$ cat src/rtl/fft_butterfly_scheduler.sv
// In-place radix-2 DIT FFT sequencer: issues butterfly read/twiddle addresses and
// delayed write-back addresses, with drain bubbles between stages. Optional IFFT: FFT_INVERSE_EN.
module fft_butterfly_scheduler #(
  parameter int LOG2N   = 3,
  parameter int RD_LAT  = 1,
  parameter int MAU_LAT = 2
) (
  input  logic             Clk,
  input  logic             Rst,
  input  logic             Start,
`ifdef FFT_INVERSE_EN
  input  logic             Inverse,
  output logic             TwConj,
`endif
  output logic             Busy,
  output logic             Done,
  output logic [LOG2N-1:0] Stage,
  output logic             RdEn,
  output logic [LOG2N-1:0] RdAddrA,
  output logic [LOG2N-1:0] RdAddrB,
  output logic [LOG2N-2:0] TwAddr,
  output logic             WrEn,
  output logic [LOG2N-1:0] WrAddrA,
  output logic [LOG2N-1:0] WrAddrB
);

  localparam int PIPE_LAT = RD_LAT + MAU_LAT;
  localparam int BW       = LOG2N - 1;
  localparam int DW       = $clog2(PIPE_LAT + 1);

  localparam logic [BW-1:0]    BLAST = '1;
  localparam logic [LOG2N-1:0] SLAST = LOG2N'(LOG2N - 1);
  localparam logic [DW-1:0]    DLAST = DW'(PIPE_LAT - 1);

  typedef enum logic [1:0] {
    IDLE  = 2'd0,
    ISSUE = 2'd1,
    DRAIN = 2'd2,
    FIN   = 2'd3
  } state_t;

  state_t           state, state_n;
  logic [LOG2N-1:0] s, s_n;
  logic [BW-1:0]    b, b_n;
  logic [DW-1:0]    dcnt, dcnt_n;

`ifdef FFT_INVERSE_EN
  logic inv, inv_n;
`endif

  logic [LOG2N-1:0] bx, span, pos, grp, addr_a, addr_b;
  logic [BW-1:0]    tw;

  logic             pv [PIPE_LAT];
  logic [LOG2N-1:0] pa [PIPE_LAT];
  logic [LOG2N-1:0] pb [PIPE_LAT];

  always_comb begin
    state_n = state;
    s_n     = s;
    b_n     = b;
    dcnt_n  = dcnt;
`ifdef FFT_INVERSE_EN
    inv_n   = inv;
`endif
    case (state)
      IDLE: begin
        if (Start) begin
          state_n = ISSUE;
          s_n     = '0;
          b_n     = '0;
          dcnt_n  = '0;
`ifdef FFT_INVERSE_EN
          inv_n   = Inverse;
`endif
        end
      end
      ISSUE: begin
        if (b == BLAST) begin
          state_n = DRAIN;
          dcnt_n  = '0;
        end else begin
          b_n = b + 1'b1;
        end
      end
      DRAIN: begin
        if (dcnt == DLAST) begin
          if (s == SLAST) begin
            state_n = FIN;
          end else begin
            state_n = ISSUE;
            s_n     = s + 1'b1;
            b_n     = '0;
          end
        end else begin
          dcnt_n = dcnt + 1'b1;
        end
      end
      FIN: begin
        state_n = IDLE;
        s_n     = '0;
      end
      default: state_n = IDLE;
    endcase
  end

  // Butterfly b of stage s: group grp spans 2*span entries, pair offset pos.
  always_comb begin
    bx     = {1'b0, b};
    span   = LOG2N'(1) << s;
    pos    = bx & (span - 1'b1);
    grp    = bx >> s;
    addr_a = (grp << (s + 1'b1)) | pos;
    addr_b = addr_a + span;
    tw     = pos[BW-1:0] << (SLAST - s);
  end

  always_ff @(posedge Clk or posedge Rst) begin
    if (Rst) begin
      state <= IDLE;
      s     <= '0;
      b     <= '0;
      dcnt  <= '0;
`ifdef FFT_INVERSE_EN
      inv   <= 1'b0;
`endif
    end else begin
      state <= state_n;
      s     <= s_n;
      b     <= b_n;
      dcnt  <= dcnt_n;
`ifdef FFT_INVERSE_EN
      inv   <= inv_n;
`endif
    end
  end

  always_ff @(posedge Clk or posedge Rst) begin
    if (Rst) begin
      RdEn    <= 1'b0;
      RdAddrA <= '0;
      RdAddrB <= '0;
      TwAddr  <= '0;
      Stage   <= '0;
      Busy    <= 1'b0;
      Done    <= 1'b0;
`ifdef FFT_INVERSE_EN
      TwConj  <= 1'b0;
`endif
    end else begin
      RdEn    <= (state == ISSUE);
      RdAddrA <= addr_a;
      RdAddrB <= addr_b;
      TwAddr  <= tw;
      Stage   <= s;
      Busy    <= (state == ISSUE) || (state == DRAIN);
      Done    <= (state == FIN);
`ifdef FFT_INVERSE_EN
      TwConj  <= (state == ISSUE) && inv;
`endif
    end
  end

  // Write-back delay line fed from the registered read strobe; its last tap is the write port.
  always_ff @(posedge Clk or posedge Rst) begin
    if (Rst) begin
      for (int unsigned i = 0; i < PIPE_LAT; i++) begin
        pv[i] <= 1'b0;
        pa[i] <= '0;
        pb[i] <= '0;
      end
    end else begin
      pv[0] <= RdEn;
      pa[0] <= RdAddrA;
      pb[0] <= RdAddrB;
      for (int unsigned i = 1; i < PIPE_LAT; i++) begin
        pv[i] <= pv[i-1];
        pa[i] <= pa[i-1];
        pb[i] <= pb[i-1];
      end
    end
  end

  assign WrEn    = pv[PIPE_LAT-1];
  assign WrAddrA = pa[PIPE_LAT-1];
  assign WrAddrB = pb[PIPE_LAT-1];

endmodule

$ cat config.mk
export PLATFORM = sky130hd
export DESIGN_NAME = fft_butterfly_scheduler
export DESIGN_NICKNAME = d
export VERILOG_FILES = /design/src/rtl/fft_butterfly_scheduler.sv
export SDC_FILE = /design/constraint.sdc
export NUM_CORES = 1
export LEC_CHECK = 0
export BUFFER_PORTS_ARGS = -buffer_cell sky130_fd_sc_hd__clkbuf_2
export CAP_MARGIN = 25
export CORE_MARGIN = 3
export CORE_UTILIZATION = 41
export DETAILED_ROUTE_END_ITERATION = 10
export GPL_TIMING_DRIVEN = 0
export MAX_ROUTING_LAYER = met4
export PLACE_DENSITY = 0.71
export SYNTH_ARGS = -nofsm -noshare
export SYNTH_HDL_FRONTEND = slang
export SYNTH_SLANG_ARGS = --single-unit
$ cat constraint.sdc
create_clock -name Clk -period 3.25 [get_ports Clk]
set_input_delay 0.325 -clock Clk [delete_from_list [all_inputs] [get_ports Clk]]
set_output_delay 0.325 -clock Clk [all_outputs]
set_load 0.01 [all_outputs]
==> results_dict.tcl <==
set metrics [dict create \
    count_leader_synth "dfrtp_1" \
    worstReg2RegEnd "RdAddrB[2]" \
    postSynth.topFlopCell "dfrtp_1" \
    leakage_component_of_the_power_nw 1.05 \
    totalNegativeSetupSlack_ps 0 \
    dpl.cell_count 206 \
    start_util_pct 43.3 \
    clk_path_buf_depth 2 \
    drt_drc_violations_left 0 \
    drive_above_1_share_pct 26.8 \
    register_bit_total_from_synthesis 44 \
    tritoncts "yes" \
    critical_path_class "reg -> reg" \
    maxCapViolCount 0 \
    number_of_antenna_violating_nets_in_the_routed_design 0 \
    r2r_cells 8 \
    finalInstanceArea_um2 2060 \
    grt-ovfl-total 0 \
    clock_power_share_pct 21.4 \
    worst_ep_arrival_time_ps 2820 \
    power_switching_uw 671 \
    post_syn_nets 150 \
    pwr_density_cell_nw_per_um2 949 \
    drt-total-wl_mm 2.73 \
    grt_setup_unrepaired "no" \
    synth_edf_count 0 \
    post-route-min-period_ps 2640 \
    yosysTopAreaCellShare_pct 62.2 \
    number_of_cts_inserted_buffers 5 \
    warning_count_from_the_yosys_run 0 \
    critical_path.startpoint_type "register" \
    clkTransAtPathRegs_ps 80 \
    worst_pin_slew_ps 881 \
    port-buffer-count 23 \
    drt-pass1-iter-count 4 \
    placed_area_um2 1950 \
    timing.reg2reg.setup_slack_ps 610 \
    cts_htree_levels 2 \
    min_period_over_period_pct 81.1 \
    data_required_critical_path_ps 3440 \
    fin_nets 180 \
    grt_pass1_wl_mm 4.77 \
    ctsRootBufferMaster "clkbuf_8" \
    cpPeakStageDelay_ps 470 \
    worstHoldPathType "in -> async" \
    ir_drop_mv 0.434 \
    cts_setup_buffers 0 \
    detailedPlacementHpwl_mm 1.96 \
    setup_violations 0 \
    endpoint_kind "register" \
    count_of_filler_cells_inserted_in_the_layout 369 \
    numClockSinks 44 \
    crit_path_cell_trace "ha_1, or3_1, o32ai_1, ha_1, inv_1, fa_1, xor2_1, xnor2_1" \
    post_syn_area_per_cell_um2 13.3 \
    finish.utilization_pct 50.5 \
    syn-instance-count 133 \
    place_ws_ps 629 \
    critPathMaxFanout 7 \
    synth_cell_types 39 \
    async_reset_ff_share_pct 100 \
    critical_path.slowest_cell "dfrtp_1" \
    cts.repair.resized 0 \
    boundaryPins 24 \
    swShare_pct 34.3 \
    maxClockFrequency_mhz 379 \
    slew_violations 0 \
    part_of_the_yosys_area_used_for_sequential_elements_pct 62.2 \
    finClkSkew_ps 4.17 \
    num_rows 23 \
    gate_power_share_pct 36.5 \
    die_area_um2 5140 \
    via_per_inst 4.83 \
    first_global_vias 1019 \
    core-area_um2 4090 \
    aggregate_global_route_resource_usage_pct 12.6 \
    clock_insertion_delay_worst_skew_ps 300 \
    area_delta_synth_final_pct 16.6 \
    final_cell_count_no_fill 214 \
    die_height_um 71.7 \
    globalplace.congestion 0.880 \
    hold_viol_final 0 \
    pin_count_of_the_biggest_net_entering_global_routing 45 \
    initial_antenna_violation_count 0 \
    routed_wire_length_per_instance_um 12.8 \
    detailroute.via_count 1033 \
    internal_power_mw 1.29 \
    syn-cell-area_um2 1770 \
    timing.final.ws_setup_ps 614 \
    synth_top_cell_by_area "dfrtp_1" \
    status "finished, final reports clean" \
    die_width_um 71.7 \
    relSlewSlack_pct 41.2 \
    ys_top_cells_by_area "dfrtp_1 (62%), ha_1 (9.2%), buf_4 (2.5%)" \
    share_seq_of_total_power_pct 42.1 \
    antenna_cells_inserted 0 \
    synth_top_cells_by_count "dfrtp_1 (44), ha_1 (13), inv_1 (10), nand2_1 (10), buf_4 (6)" \
    dr.first_iter.drc_count 109 \
    reg2reg_from "s[0]" \
    cp_common_cell "ha_1" \
    cts_hold_buffers 0 \
]
[critical path, delay by kind of cell, from the launching register on]
kind            cells  cell delay [ps]
xor+xnor            2              310
compound gates      1              370
fa+ha+maj           3              870
buf+inv             1               50
simple gates        1              460
flops               1              470
[cells by family after synthesis]
| group | count (synthesis) | share of synthesized area, % |
|---|---|---|
| adder cells (fa/ha/maj) | 14 | 10.3 |
| XOR/XNOR | 4 | 1.98 |
| AO/OA/AOI/OAI | 17 | 7.07 |
| AND/OR/NAND/NOR | 32 | 10.7 |
| multiplexers | 3 | 1.98 |
| flip-flops | 44 | 62.2 |
| buffers and inverters | 19 | 5.73 |
[per-layer routing]
layer  global-route usage (%)  vias up  share of wire (%)
met1                     15.0      504                 45
met4                     5.22        0                1.1
met3                     5.19        4                5.8
li1                         -      499                  -
met2                     18.9       26                 48
met5                        -        -                  0
[how the worst max path moves through the flow]
stage          start          to  slack [ps]
2_1_floorplan   s[0]  RdAddrB[2]         830
3_3_place_gp    s[0]  RdAddrB[2]         680
3_5_place_dp    s[0]  RdAddrB[2]         630
4_1_cts         s[0]  RdAddrB[2]         630
5_1_grt         s[0]  RdAddrB[2]         430
6_report        s[0]  RdAddrB[2]         610
[placed cells by master (no fill, tap or decap), types with 2 or more instances in the layout]
master,instances
clkbuf_2,23
inv_1,9
clkbuf_8,5
ha_1,13
or3_4,2
xor2_1,2
buf_4,6
a22o_1,2
nand2_1,10
nand4_1,2
mux2i_1,2
dfrtp_1,44
clkbuf_1,2
nand2b_1,2
nor2b_1,3
xnor2_1,2
clkinv_4,2
a21oi_1,2
o31ai_1,3
nor2_1,3
o21ai_0,2
[registers in the layout, summed over array words and instances, names as in the netlist]
register,flops
pa,6
pb,6
RdAddrA,3
RdAddrB,3
Stage,3
WrAddrA,3
WrAddrB,3
s,3
TwAddr,2
b,2
dcnt,2
pv,2
state,2
Busy,1
Done,1
RdEn,1
WrEn,1
[power groups by stage]
stage	sequential [mW]	combinational, mW	clock, mW
2_1_floorplan	0.844	0.501	0
3_3_place_gp	0.827	0.681	0
3_5_place_dp	0.837	0.723	0
4_1_cts	0.827	0.727	0.438
5_1_grt	0.846	0.807	0.456
6_report	0.824	0.714	0.420
[per-stage QoR]
stage | total power, mW | hold WS (ps)
after floorplan | 1.34 | 331
after global placement | 1.51 | 334
after detailed placement | 1.56 | 335
after CTS | 1.99 | 215
after global routing | 2.11 | 255
final | 1.96 | 193
[area by class of cell]
cell class	count	area [um2]	area share (%)
sequential	44	1100	53.4
multi-input combinational	70	567	27.5
tap	50	62.6	3.03
clock buffer	5	68.8	3.34
inverter	10	37.5	1.82
buffer	9	63.8	3.09
clock inverter	3	47.5	2.30
timing repair buffer	23	115	5.58
Power figures use the tool's default switching activity.
